### src/rtl/dmem_arbiter_pkg.sv
// dmem_arbiter_pkg: shared widths, enums and request payload for the
// data-memory arbiter (core load/store port vs. external DMA port).
// No ports; imported by the interface, the arbiter and its sub-module.
package dmem_arbiter_pkg;

  localparam int unsigned DMEM_ADDR_W = 32;
  localparam int unsigned DMEM_DATA_W = 32;
  localparam int unsigned DMEM_MASK_W = 4;
  localparam int unsigned STARVE_CNT_W = 3;

  // Which requester owns the read response due next cycle
  typedef enum logic [1:0] {
    OWN_NONE,
    OWN_CORE,
    OWN_DMA
  } owner_e;

  typedef enum logic {
    ARB,
    LOCKED
  } state_e;

  typedef struct packed {
    logic                   wr;
    logic [DMEM_ADDR_W-1:0] addr;
    logic [DMEM_DATA_W-1:0] wdata;
    logic [DMEM_MASK_W-1:0] mask;
  } req_t;

  localparam req_t REQ_IDLE = '0;

endpackage

### src/rtl/dmem_arb_starve.sv
// dmem_arb_starve: saturating count of consecutive cycles the DMA waited
// while requesting; raises force_o once the count reaches STARVE_MAX.
//   clk, reset  : clock, async active-high reset
//   dma_req_i   : DMA is requesting this cycle
//   dma_gnt_i   : DMA was granted this cycle
//   force_o     : DMA must win arbitration this cycle
module dmem_arb_starve
  import dmem_arbiter_pkg::*;
#(
  parameter int unsigned STARVE_MAX = 4
) (
  input  logic clk,
  input  logic reset,
  input  logic dma_req_i,
  input  logic dma_gnt_i,
  output logic force_o
);

  logic [STARVE_CNT_W-1:0] cnt_q;
  logic [STARVE_CNT_W-1:0] cnt_d;

  // Count waiting cycles; any grant or dropped request restarts the count
  always_comb begin
    cnt_d = cnt_q;
    if (!dma_req_i || dma_gnt_i) begin
      cnt_d = '0;
    end else if (cnt_q != '1) begin
      cnt_d = cnt_q + STARVE_CNT_W'(1);
    end
  end

  always_ff @(posedge clk or posedge reset) begin
    if (reset) begin
      cnt_q <= '0;
    end else begin
      cnt_q <= cnt_d;
    end
  end

  // Driven from the register only, so no loop through the grant logic
  assign force_o = (cnt_q == STARVE_CNT_W'(STARVE_MAX));

endmodule

### config.mk
export PLATFORM = sky130hd
export DESIGN_NAME = dmem_arb_starve
export DESIGN_NICKNAME = d
export VERILOG_FILES = /design/src/rtl/dmem_arbiter_pkg.sv /design/src/rtl/dmem_arb_starve.sv
export SDC_FILE = /design/constraint.sdc
export NUM_CORES = 1
export LEC_CHECK = 0
export CORE_AREA = 5 5 42 44
export CTS_CLUSTER_DIAMETER = 200
export DETAILED_ROUTE_END_ITERATION = 8
export DIE_AREA = 0 0 47 49
export MAX_ROUTING_LAYER = met4
export PLACE_DENSITY = 0.35
export SYNTH_ARGS = -nofsm -noshare
export SYNTH_HDL_FRONTEND = slang
export SYNTH_SLANG_ARGS = --single-unit
### constraint.sdc
create_clock -name clk -period 3.4 [get_ports clk]
set_input_delay 1.02 -clock clk [delete_from_list [all_inputs] [get_ports clk]]
set_output_delay 1.02 -clock clk [all_outputs]
set_load 0.01 [all_outputs]
==> results of run 1 <==
-- per-stage QoR --
stage               std cells  worst slack [ns]  hold slack (ns)  cell area (um^2)  power, mW
floorplan                  17              1.65            0.511               176     0.0423
global placement           37              1.17            0.561               236     0.0464
detailed placement         37              1.16            0.558               236     0.0468
CTS                        41             0.910            0.568               263      0.112
global route               41             0.837            0.589               263      0.119
finish                     41             0.930            0.560               263      0.108
-- how the worst max path moves through the flow --
stage,end,slack (ns)
after floorplan,force_o,1.65
after global placement,force_o,1.17
after detailed placement,force_o,1.16
after CTS,force_o,0.91
after global routing,force_o,0.84
final,force_o,0.93
-- layout by cell type (no fill, tap or decap) --
| cell | count |
|---|---|
| and2_1 | 1 |
| clkbuf_1 | 1 |
| clkbuf_4 | 3 |
| clkdlybuf4s50_1 | 4 |
| dfrtp_1 | 3 |
| ha_1 | 3 |
| inv_1 | 3 |
| mux2i_1 | 2 |
| nand2b_1 | 1 |
| nor2_1 | 3 |
| xor2_1 | 1 |
-- final cells by class --
cell class              instances  share of cell area
inverters                       3              0.0429
clock buffers                   4               0.100
multi-input cells              11               0.343
flip-flops and latches          3               0.286
repair buffers                  4               0.152
well taps                      16              0.0762
-- critical path: cells and delay by family (launching register included) --
kind,cells,cell delay [ns]
buffers and inverters,2,0.59
flip-flops,1,0.40
adder cells (fa/ha/maj),1,0.13
AND/OR/NAND/NOR,1,0.11
-- power by group --
part	total (mW)	leakage (nW)	switching, mW	internal [mW]
Sequential	0.0380	0.0408	0.00101	0.0370
Combinational	0.00808	0.0717	0.00305	0.00503
Clock	0.0621	0.0150	0.0181	0.0440
Total	0.108	0.127	0.0222	0.0860
-- logic make-up (layout without fill, tap and decap cells) --
family / count (synthesis) / in the layout
flip-flops: 3 / 3
buffers and inverters: 3 / 11
adder cells (fa/ha/maj): 3 / 3
multiplexers: 2 / 2
AND/OR/NAND/NOR: 5 / 5
XOR/XNOR: 1 / 1
-- per-layer routing --
metal  global-route usage  vias to the layer above  part of all wire
li1                     -                       68                 -
met1               0.0353                       58              0.42
met2               0.0407                        7              0.43
met3               0.0332                        2              0.11
met4               0.0553                        0             0.032
met5                    -                        -                 0
==> metrics.csv, run 1 <==
stage;metric;value;unit
worst_setup_path;CP cell instances;inv_1 > ha_1 > and2_1 > clkdlybuf4s50_1;
yosys;largest family of logic cells by synthesized area;adder cells;
floorplanning;Initial Utilization;0.126;
floorplanning;Ports;5;
worst_setup_path;worst reg2reg setup slack;2.22;ns
finish;area of the multi-input gates;90.1;um^2
yosys;post-synthesis mux area share;0.113;
worst_setup_path;Worst path max stage delay;0.52;ns
sta;FMAX;405;MHz
worst_setup_path;crit start category;flip-flop;
global_route;first-pass GRT wire length;545;um
drt;drt first pass iters;3;
worst_setup_path;crit-path max FO;3;
floorplanning;Core Area;0.00140;mm^2
floorplanning;Die Height;49;um
placement;Buffers on Ports;4;
global_route;vias in the first global route;155;
yosys;sequential fraction of the synthesis area;0.426;
finish;area delta synth->final;48.9;%
sta;Worst-Margin Slew;0.141;ns
finish;Fillers;163;
yosys;Synth top cells by count;3 x dfrtp_1, 3 x ha_1, 3 x inv_1, 3 x nor2_1, 2 x mux2i_1;
global_route;initial antenna violation count;0;
drt;DR vias/cell;3.29;
worst_hold_path;Worst Hold End;cnt_q[1];
drt;Post-DRT Antenna Nets;0;
clock_tree;Num CTS Buffers;3;
worst_setup_path;critical path required time;2.38;ns
clock_tree;Worst-path clk slew;0.04;ns
global_route;pin count of the biggest net entering global routing;4;
worst_setup_path;Crit Path Class;reg2out;
drt;Remaining DRCs;0;
clock_tree;Bufs on Longest Clock Path;2;
power_and_ir_drop;maximum vdd drop;0.000118;V
run;max-cap viol count;0;
sta;Setup Skew;0.000224;ns
finish;max FFs per register;3;
finish;ant diodes;0;
yosys;synth warn;0;
yosys;Unique masters post-synth;8;
yosys;Synth area leaders;dfrtp_1 43%, ha_1 21%, mux2i_1 11%;
yosys;post-synthesis compound-gate area fraction;0;
clock_tree;CTS tree;done;
finish;register area;75.1;um^2
clock_tree;H-tree levels;1;
clock_tree;CTS Sinks;3;
yosys;area share of the largest cell type after synthesis;0.426;
global_route;global route overflow;0;
drt;Starting DRT DRC Count;2;
yosys;Synth Register Bits;3;
clock_tree;post_cts resized;0;
yosys;area leader, netlist;dfrtp_1;
sta;fin crit period;2.47;ns
power_and_ir_drop;leakage power;0.127;nW
clock_tree;cts hold-fix bufs;0;
yosys;Simple-Gate Fraction of Synth Area;0.135;
floorplanning;DIE AREA;0.00230;mm^2
finish;layout cells sized above 1;0.120;
yosys;Mapped Area;176;um^2
floorplanning;Core Rows;14;
finish;largest registers;cnt_q (3);
finish;Layout Nets;33;
finish;Top reg by flops;cnt_q;
yosys;adder-cell share of the synthesized area;0.213;
worst_setup_path;Setup crit end kind;primary output;
sta;Final Max Slew Viols;0;
worst_hold_path;hold crit path type;reg2reg;
worst_setup_path;r2r startpoint;cnt_q[0];
worst_setup_path;crit path DAT;1.45;ns
yosys;cell count after synthesis;17;
floorplanning;die width;47;um
yosys;Post-Synth XOR/XNOR Area;0.0496;
sta;Slew headroom;0.903;
yosys;Async SR Flop Fraction;1.00;
worst_setup_path;CP max-delay cell;clkdlybuf4s50_1;
placement;Routability Congestion;0.630;
sta;final count of negative-setup-slack endpoints;0;
yosys;number of synthesized flops with an enable pin;0;
worst_setup_path;R2R cell count;4;
drt;Vias;135;
sta;period utilization;0.726;
finish;fin util;0.188;
drt;total wire length;278;um
sta;setup_tns;0;ns
worst_hold_path;hold path cells;2;
power_and_ir_drop;PD cells;412;mW/mm^2
drt;Routed WL per cell;6.78;um
worst_hold_path;Worst Min Path Start;cnt_q[1];
worst_setup_path;RR Endpoint;cnt_q[2];
clock_tree;Clock Latency Late Sink;0.23;ns
worst_setup_path;Crit. Startpoint;cnt_q[0];
yosys;syn_nets;24;
yosys;dominant synthesized flop cell;dfrtp_1;
sta;RSZ-0062 raised after global routing;false;
outcome;status;complete, no violations;
sta;final hold viol count;0;
clock_tree;CTS root buf;clkbuf_4;
global_route;GR Util All Layers;0.0398;
yosys;Avg Cell Area, Syn;10.4;um^2
clock_tree;# Post-CTS Setup Buffers;0;
(Power assumes the default switching activity.)
==> inputs of run 2 (changes only) <==
Clock period 3.4 ns to 2.5 ns, I/O delays scaled along.
==> metrics.csv, run 2 (synthesis results as in run 1) <==
stage;metric;value;unit
worst_setup_path;crit start category;flip-flop;
clock_tree;Bufs on Longest Clock Path;2;
drt;metal2 WL;170;um
power_and_ir_drop;PD cells;563;mW/mm^2
sta;final count of negative-setup-slack endpoints;0;
global_route;vias in the first global route;177;
global_route;global route overflow;0;
sta;RSZ-0062 raised after global routing;false;
worst_setup_path;Worst path max stage delay;0.53;ns
worst_setup_path;crit path DAT;1.46;ns
drt;Starting DRT DRC Count;2;
finish;post-route insts no fill;41;
clock_tree;CTS tree;done;
finish;largest registers;cnt_q (3);
outcome;status;complete, no violations;
sta;Slew headroom;0.895;
worst_setup_path;Top delay family on crit path;buffers and inverters;
sta;Setup Skew;0.000241;ns
worst_setup_path;crit-path max FO;3;
global_route;initial antenna violation count;0;
placement;Buffers on Ports;4;
floorplanning;Core Area;0.00140;mm^2
drt;drt first pass iters;4;
worst_setup_path;critical path required time;1.75;ns
floorplanning;Ports;5;
sta;final hold viol count;0;
finish;area delta synth->final;48.9;%
worst_setup_path;r2r startpoint;cnt_q[0];
placement;dpl cells;37;
clock_tree;H-tree levels;1;
sta;period utilization;0.884;
floorplanning;Die Height;49;um
worst_hold_path;Worst Min Path Start;cnt_q[2];
sta;Worst-Margin Slew;0.153;ns
drt;DR vias/cell;3.32;
power_and_ir_drop;leakage power;0.127;nW
sta;fin crit period;2.21;ns
floorplanning;die width;47;um
sta;FMAX;453;MHz
floorplanning;Core Rows;14;
clock_tree;post_cts resized;0;
drt;Post-Route M1 WL;89;um
worst_setup_path;CP bufs+invs;2;
finish;ant diodes;0;
worst_setup_path;Setup crit end kind;primary output;
drt;total wire length;310;um
sta;Final Max Slew Viols;0;
floorplanning;Initial Utilization;0.126;
global_route;pin count of the biggest net entering global routing;4;
clock_tree;CTS Sinks;3;
drt;Remaining DRCs;0;
finish;Fillers;162;
finish;max FFs per register;3;
clock_tree;cts hold-fix bufs;0;
drt;Post-DRT Antenna Nets;0;
clock_tree;CTS root buf;clkbuf_4;
power_and_ir_drop;maximum vdd drop;0.000163;V
finish;layout cells sized above 1;0.120;
finish;Top reg by flops;cnt_q;
finish;fin util;0.188;
worst_setup_path;Crit Path Class;reg2out;
finish;Layout Nets;33;
finish;commonest non-fill, non-tap cell in the layout;clkdlybuf4s50_1;
global_route;first-pass GRT wire length;586;um
worst_setup_path;Crit. Startpoint;cnt_q[0];
floorplanning;DIE AREA;0.00230;mm^2
clock_tree;Num CTS Buffers;3;
drt;Routed WL per cell;7.56;um
worst_setup_path;CP max-delay cell;clkdlybuf4s50_1;
clock_tree;Worst-path clk slew;0.04;ns
drt;Vias;136;
clock_tree;# Post-CTS Setup Buffers;0;
worst_setup_path;CP cell instances;inv_1 > ha_1 > and2_1 > clkdlybuf4s50_1;
clock_tree;Clock Latency Late Sink;0.23;ns
drt;Top Layer Used;met3;
run;max-cap viol count;0;
sta;setup_tns;0;ns
global_route;GR Util All Layers;0.0412;
drt;met3 routed WL;50;um
worst_hold_path;hold crit path type;reg2reg;
placement;Routability Congestion;0.628;
sta;Hold WS;0.556;ns
[run 2: cell counts in the layout (fill, tap and decap cells not counted)]
No cell type changed its count.
[run 2: tightest hold or removal path, cell delays in order, from the launching register on]
cell and delay (ns):
dfrtp_1 0.35, mux2i_1 0.09, nor2_1 0.08
[run 2: layout make-up]
type | count | area, um^2 | area share
repair buffers | 4 | 40.0 | 0.152
well taps | 16 | 20.0 | 0.0762
flip-flops and latches | 3 | 75.1 | 0.286
inverters | 3 | 11.3 | 0.0429
clock buffers | 4 | 26.3 | 0.100
multi-input cells | 11 | 90.1 | 0.343
[run 2: path summary, 6_finish.rpt]
path	end	depth (start not counted)	slack [ns]
max	force_o	4	0.29
min	cnt_q[2]	2	0.56
max reg2reg	cnt_q[2]	4	1.31
min reg2reg	cnt_q[2]	2	0.56
max in group asynchronous	cnt_q[0]	2	1.69
min in group asynchronous	cnt_q[1]	2	0.69
[run 2: routing by layer]
metal / GRT usage / vias up
li1: - / 67
met1: 0.0243 / 62
met2: 0.0520 / 7
met3: 0.0406 / 0
met4: 0.0553 / 0
met5: - / -
[run 2: per-stage QoR]
step | power, mW | setup slack (ns) | cell area, um^2
final | 0.148 | 0.291 | 263
after global routing | 0.161 | 0.212 | 263
after CTS | 0.152 | 0.265 | 263
after detailed placement | 0.0638 | 0.519 | 236
after global placement | 0.0631 | 0.546 | 236
after floorplan | 0.0575 | 1.02 | 176
[run 2: power breakdown]
group | internal, mW | leakage, nW | switching [mW] | total, mW
Clock | 0.0598 | 0.0150 | 0.0252 | 0.0850
Combinational | 0.00696 | 0.0717 | 0.00434 | 0.0113
Sequential | 0.0504 | 0.0408 | 0.00137 | 0.0517
Total | 0.117 | 0.127 | 0.0309 | 0.148
